## src/rtl/soc_pkg.sv

```systemverilog
// Shared types and helpers for the SoC word-RAM bus front-end.
package soc_pkg;

  typedef enum logic [0:0] {RP_IDLE, RP_RSP} rp_state_e;

  // True when the byte address falls inside the DEPTH-word window starting at base.
  function automatic logic in_window(input logic [31:0] addr, input logic [31:0] base,
                                     input int unsigned depth);
    logic [31:0] off;
    off = addr - base;
    return (off >> 2) < depth;
  endfunction

endpackage

```

## src/rtl/ram_bus_port.sv

```systemverilog
// Valid/ready load/store front-end for the word RAM; one request in flight, one response each.
module ram_bus_port
  import soc_pkg::*;
#(
  parameter int unsigned DEPTH     = 256,
  parameter logic [31:0] BASE_ADDR = 32'h0000_0000,
  localparam int unsigned AW       = $clog2(DEPTH)
) (
  input  logic          clk,
  input  logic          rst_n,
  input  logic          req_valid,
  output logic          req_ready,
  input  logic [31:0]   req_addr,
  input  logic          req_we,
  input  logic [3:0]    req_wstrb,
  input  logic [31:0]   req_wdata,
  output logic          rsp_valid,
  input  logic          rsp_ready,
  output logic [31:0]   rsp_rdata,
  output logic          rsp_err,
  output logic [AW-1:0] ram_waddr,
  output logic [3:0]    ram_wen,
  output logic [31:0]   ram_din,
  output logic          ram_ren,
  output logic [AW-1:0] ram_raddr,
  input  logic [31:0]   ram_dout
);

  rp_state_e   state_q, state_d;
  logic        is_rd_q, is_rd_d;
  logic        err_q, err_d;
  logic        accept;
  logic        in_range;
  logic [31:0] off;
  logic [AW-1:0] index;

  assign off      = req_addr - BASE_ADDR;
  assign index    = AW'(off >> 2);
  assign in_range = in_window(req_addr, BASE_ADDR, DEPTH);

  // Issue is allowed in the same cycle the pending response retires.
  assign req_ready = (state_q == RP_IDLE) || rsp_ready;
  assign accept    = req_valid && req_ready;

  // RAM is only driven in the accept cycle; reset gates it so no partial write can occur.
  assign ram_waddr = index;
  assign ram_raddr = index;
  assign ram_din   = req_wdata;
  assign ram_wen   = (rst_n && accept && req_we && in_range) ? req_wstrb : 4'b0000;
  assign ram_ren   = rst_n && accept && !req_we && in_range;

  always_comb begin
    state_d = state_q;
    is_rd_d = is_rd_q;
    err_d   = err_q;
    case (state_q)
      RP_IDLE: begin
        if (accept) begin
          state_d = RP_RSP;
          is_rd_d = !req_we && in_range;
          err_d   = !in_range;
        end
      end
      RP_RSP: begin
        if (rsp_ready) begin
          if (accept) begin
            is_rd_d = !req_we && in_range;
            err_d   = !in_range;
          end else begin
            state_d = RP_IDLE;
            is_rd_d = 1'b0;
            err_d   = 1'b0;
          end
        end
      end
      default: begin
        state_d = RP_IDLE;
        is_rd_d = 1'b0;
        err_d   = 1'b0;
      end
    endcase
  end

  always_ff @(posedge clk or negedge rst_n) begin
    if (!rst_n) begin
      state_q <= RP_IDLE;
      is_rd_q <= 1'b0;
      err_q   <= 1'b0;
    end else begin
      state_q <= state_d;
      is_rd_q <= is_rd_d;
      err_q   <= err_d;
    end
  end

  assign rsp_valid = (state_q == RP_RSP);
  assign rsp_err   = err_q;
  // ram_dout only changes on a new read, so this stays stable while stalled.
  assign rsp_rdata = is_rd_q ? ram_dout : 32'h0;

endmodule

```

## config.mk

```make
export PLATFORM = sky130hd
export DESIGN_NAME = ram_bus_port
export DESIGN_NICKNAME = d
export VERILOG_FILES = /design/src/rtl/soc_pkg.sv /design/src/rtl/ram_bus_port.sv
export SDC_FILE = /design/constraint.sdc
export NUM_CORES = 1
export LEC_CHECK = 0
export BUFFER_PORTS_ARGS = -buffer_cell sky130_fd_sc_hd__buf_2
export CAP_MARGIN = 20
export CORE_AREA = 2 2 75 77
export CTS_CLUSTER_DIAMETER = 60
export DETAILED_ROUTE_END_ITERATION = 10
export DIE_AREA = 0 0 77 79
export HOLD_SLACK_MARGIN = 0.12
export SLEW_MARGIN = 10
export SYNTH_ARGS = -nofsm -noshare
export SYNTH_HDL_FRONTEND = slang
export SYNTH_SLANG_ARGS = --single-unit
```

## constraint.sdc

```tcl
create_clock -name clk -period 1.6 [get_ports clk]
set_input_delay 0.24 -clock clk [delete_from_list [all_inputs] [get_ports clk]]
set_output_delay 0.24 -clock clk [all_outputs]
set_load 0.05 [all_outputs]
```

# == Word level (Yosys, flattened, before mapping) ==
# Cells that the tools add are included.
# word_totals
inputBits,105
register_bits,3
word_cells,31
# classes
n_reduce_logical,11
n_lt_le_gt_ge,1
n_eq_ne,2
bitwise_logic,1
muxes,13
# op_table
cell,n
32-bit 2-to-1 mux,1
"30-bit by 9-bit less-than comparator with 1-bit output, second input constant",1
1-bit 2-to-1 mux,8
1-bit logical AND,7
1-bit case mux with 2 select lines,3
4-bit 2-to-1 mux,1
"2-bit != test, second input constant",2
1-bit zero test,2
2-bit AND reduction,1
1-bit logical OR,1
1-bit inverter,1

# == Longest topological paths before layout ==
# logic_depth
depth_word,7
ltp_mapped,5

# == Least setup slack after synthesis ==
# Ideal clock, no wire load.
# synth_timing
path_kind,flip-flop to output port
startpoint,"register state_q, in the netlist rsp_valid"
endpoint,output ram_ren
arrival_ns,2.210
required_ns,1.360
stages_incl_launch_ff,5
slack_ns,-0.850
path_cell_list,dfrtp_1 > nor2b_1 > inv_1 > nand2_1 > nor4_2
# synth_between
elab_chain_cells,6
# synth_lines
item,line,text
from (decl),ram_bus_port.sv:29,"rp_state_e state_q, state_d;"
from (signal assigned),ram_bus_port.sv:90,state_q <= state_d;
1-bit inverter,n/a,
1-bit logical OR,ram_bus_port.sv:42,assign req_ready = (state_q == RP_IDLE) || rsp_ready;
via req_ready,ram_bus_port.sv:12,"output logic req_ready,"
1-bit logical AND,ram_bus_port.sv:43,assign accept = req_valid && req_ready;
1-bit logical AND (3 in series),ram_bus_port.sv:50,assign ram_ren = rst_n && accept && !req_we && in_range;
to (decl),ram_bus_port.sv:24,"output logic ram_ren,"
# The timed path passes the listed nets, and every way through them passes these cells.

# == Worst setup path after layout ==
# layout_timing
startpoint,"register state_q, in the netlist rsp_valid"
endpoint,output ram_wen[3]
# layout_between
elab_chain_cells,7
# layout_lines
item,line,text
1-bit inverter,n/a,
1-bit logical OR,ram_bus_port.sv:42,
1-bit logical AND,ram_bus_port.sv:43,
1-bit logical AND (3 in series),ram_bus_port.sv:49,assign ram_wen = (rst_n && accept && req_we && in_range) ? req_wstrb : 4'b0000;
4-bit 2-to-1 mux,ram_bus_port.sv:49,
to (decl),ram_bus_port.sv:22,"output logic [3:0] ram_wen,"
# No other way between the ends.

==> results.md <==
* Worst min-delay path class: in -> reg
* Final setup viols at 5
* Multiplexer area fraction after synthesis at 0%
* Worst-path clk slew at 0.03 ns
* Clock skew at 0.001479 ns
* Share of synthesized registers carrying an async set or reset at 100.0%
* Layout area overhead at 61.20%
* Die height at 79 um
* FF-to-FF End: is_rd_q
* Layout cell share with drive strength beyond 1 at 71.82%
* R2R Setup Slk at 0.57 ns
* Initial Util at 15.59%
* Sw frac at 28.08%
* Setup TNS at -0.8269 ns
* Slowest Stage Delay on Critical Path at 0.39 ns
* Synth Area in Adders at 0%
* Wire length per cell at 10.21 um
* Power per cell area at 349.6 nW/um^2
* Hold Crit Depth at 2
* Yosys top cell area share at 43.31%
* Count leader, synth: buf_4
* CP max FO at 4
* Die width at 77 um
* Most frequent cells after synthesis: 48 x buf_4, 36 x and2_1, 4 x nor4_1
* Max Cap Viol at 0
* H-tree lvl count at 1
* Root Driver: clkbuf_8
* Post-DP HPWL at 2195 um
* Main area contributors after synthesis: buf_4 43%, and2_1 27%, dfrtp_1 9.0%, nor4_2 4.5%, nor4_1 3.0%
* Reg2Reg Depth at 5
* Syn Inst Count at 115
* CTS tree: done
* Met1 Routed Length at 790 um
* Critical path type: reg -> out
* Int Power at 0.3373 mW
* Detailed Routing Iterations Pass 1 at 4
* Synthesis-stage register bit count at 3
* Final wirelength at 2583 um
* Prevailing post-synth register cell: dfrtp_1
* Final Non-Filler Cells at 253
* Layout Nets at 287
* Critical Path AT at 1.54 ns
* Clock power share at 46.9%
* Comb power frac at 35.2%
* CTS Buf Count at 3
* Mapped Nets at 220
* Post-route clock period utilization at 111.1%
* Critical Path End Type: output pin
* DRT iter0 DRCs at 7
* Gr usage total at 7.796%
* Syn Std Cell Area at 832.0 sq um
* Top sig layer: met4
* Post-placement setup slack at -0.3545 ns
* Leakage at 0.7581 nW
* DRC Markers at 0
* Worst-skew pair later-pin latency at 0.22 ns
* Switching pwr at 0.1317 mW
* Maximum clock insertion buffer count at 2
* Vias after detailed routing at 956
* Status: finished, violations left
* Fin. Hold Viols at 0
* Gpl congestion at 0.7237
* Syn Area/Cell at 7.235 sq um
* Total grt overflow at 0
* DR vias/cell at 3.779
* Met2 Wirelength at 1193 um
* Die area at 6083 sq um
* Failing checks: setup timing
* Final antenna-violating net count at 0
* Fmax at 562.4 MHz
* FP Rows at 27
* Critical Path Source Type: register
* Initial antenna violation count at 0
* Slew HR at 79.99%
* Worst EP required at 1.36 ns
* DP Area at 1155 sq um
* EDFF count, synth at 0
* Slowest cell on the critical path: dfrtp_2
* Fin. max-slew vios at 0
* Netlist cell types at 17
* Largest net degree at the start of global routing at 33
* WL met3 at 461 um
* RSZ-0062 raised after global routing: yes
* Synth area leader: buf_4
* First-pass GRT wire length at 3719 um
* Hold_sp: req_we
* YS warnings at 0
* Flop pwr share at 17.9%
* Max VDD drop at 279.3 uV
* WHS Endpoint: is_rd_q
* Post-Synth XOR/XNOR Area at 0%
* Vias in the first global route at 857
* Core ar. at 5338 sq um
* # placed instances at 244
* Simple-gate share of the synthesized area at 41.20%
* Total clock sinks at 3
* CP Cell Sequence: nor2b_4, inv_6, nand2_8, nor4_4, and2_4, buf_8
* Min Tclk post-route at 1.778 ns
* Synth Area in Compound Gates at 4.211%
* Crit Reg-Reg Startpoint: rsp_valid
* Worst Tran Pin Value at 0.2979 ns
* Sequential share of the synthesized area at 9.023%
* I/O pin count at 193
* Ant diodes at 0
* PortBufs at 102
* Main combinational cell family by area after synthesis: buffers and inverters
* Fin area at 1341 sq um
* Final setup margin at -0.1782 ns
==> metal layers <==
layer | vias up | GRT usage, %
li1 | 450 | -
met1 | 380 | 6.056
met2 | 105 | 14.21
met3 | 21 | 4.318
met4 | 0 | 6.250
met5 | - | 0
==> worst max-delay path: cells and delay by family, from the launching register on <==
kind | cells | cell delay (ns)
buffers and inverters | 2 | 0.20
flip-flops | 1 | 0.39
AND/OR/NAND/NOR | 4 | 0.74
==> timing repair <==
item	in CTS	in global routing
hold buffers	1	0
resized for setup	17	5
setup buffers	3	1
setup endpoints to repair	5	5
endpoints found under the hold margin	3	0
pin swaps	8	1
==> flip-flops by register name, indices dropped and copies added, names as in the netlist <==
signal / flops
rsp_valid: 1
rsp_err: 1
is_rd_q: 1
==> logic make-up (layout without fill, tap and decap cells) <==
group | after synthesis | in the layout
DFF | 3 | 3
buffers and inverters | 53 | 119
AOI/OAI and AO/OA | 5 | 5
and+or+nand+nor | 54 | 54
==> area by class of cell <==
| class | count | area, sq um |
|---|---|---|
| Fill cell | 598 | 3996 |
| Timing Repair Buffer | 113 | 660.6 |
| Multi-Input combinational cell | 59 | 456.7 |
| Tap cell | 72 | 90.09 |
| Sequential cell | 3 | 76.32 |
| Clock buffer | 4 | 45.04 |
| Inverter | 2 | 12.51 |
==> worst max-delay path by stage <==
| stage | from | endpoint | slack, ns |
|---|---|---|---|
| finish | rsp_valid | ram_wen[3] | -0.18 |
| global route | req_addr[27] | ram_ren | -0.25 |
| CTS | rsp_valid | ram_wen[3] | -0.19 |
| detailed placement | req_addr[15] | ram_wen[0] | -0.35 |
| global placement | req_addr[15] | ram_wen[0] | -0.29 |
| floorplan | req_addr[15] | ram_ren | -0.26 |
==> cell usage in the layout, fill, tap and decap left out, drive strengths merged <==
master | Yosys | routed
buf | 48 | 112
and2 | 36 | 36
nor4 | 7 | 7
clkbuf | 3 | 4
o21ai | 3 | 3
nand2 | 3 | 3
dfrtp | 3 | 3
nor2 | 2 | 2
nor2b | 2 | 2
inv | 2 | 2
nand4 | 1 | 1
or2 | 1 | 1
nand2b | 1 | 1
o211ai | 1 | 1
nand3 | 1 | 1
o31ai | 1 | 1
dlygate4sd3 | 0 | 1
==> power groups by stage <==
stage | sequential (mW) | combinational (mW) | clock, mW
2_1_floorplan | 0.103 | 0.355 | 0
4_1_cts | 0.0839 | 0.159 | 0.224
3_3_place_gp | 0.0850 | 0.143 | 0
5_1_grt | 0.0845 | 0.179 | 0.237
6_report | 0.0838 | 0.165 | 0.220
3_5_place_dp | 0.0847 | 0.146 | 0
==> stage by stage <==
step / hold slack [ns] / utilization, % / power (mW)
2_1_floorplan: -0.05559 / - / 0.4577
3_3_place_gp: 0.1369 / 21.64 / 0.2282
3_5_place_dp: 0.1457 / 21.64 / 0.2305
4_1_cts: 0.2733 / 24.36 / 0.4666
5_1_grt: 0.2760 / 25.13 / 0.4999
6_report: 0.2776 / 25.13 / 0.4690
No activity file was read; power rests on OpenSTA's default activity.
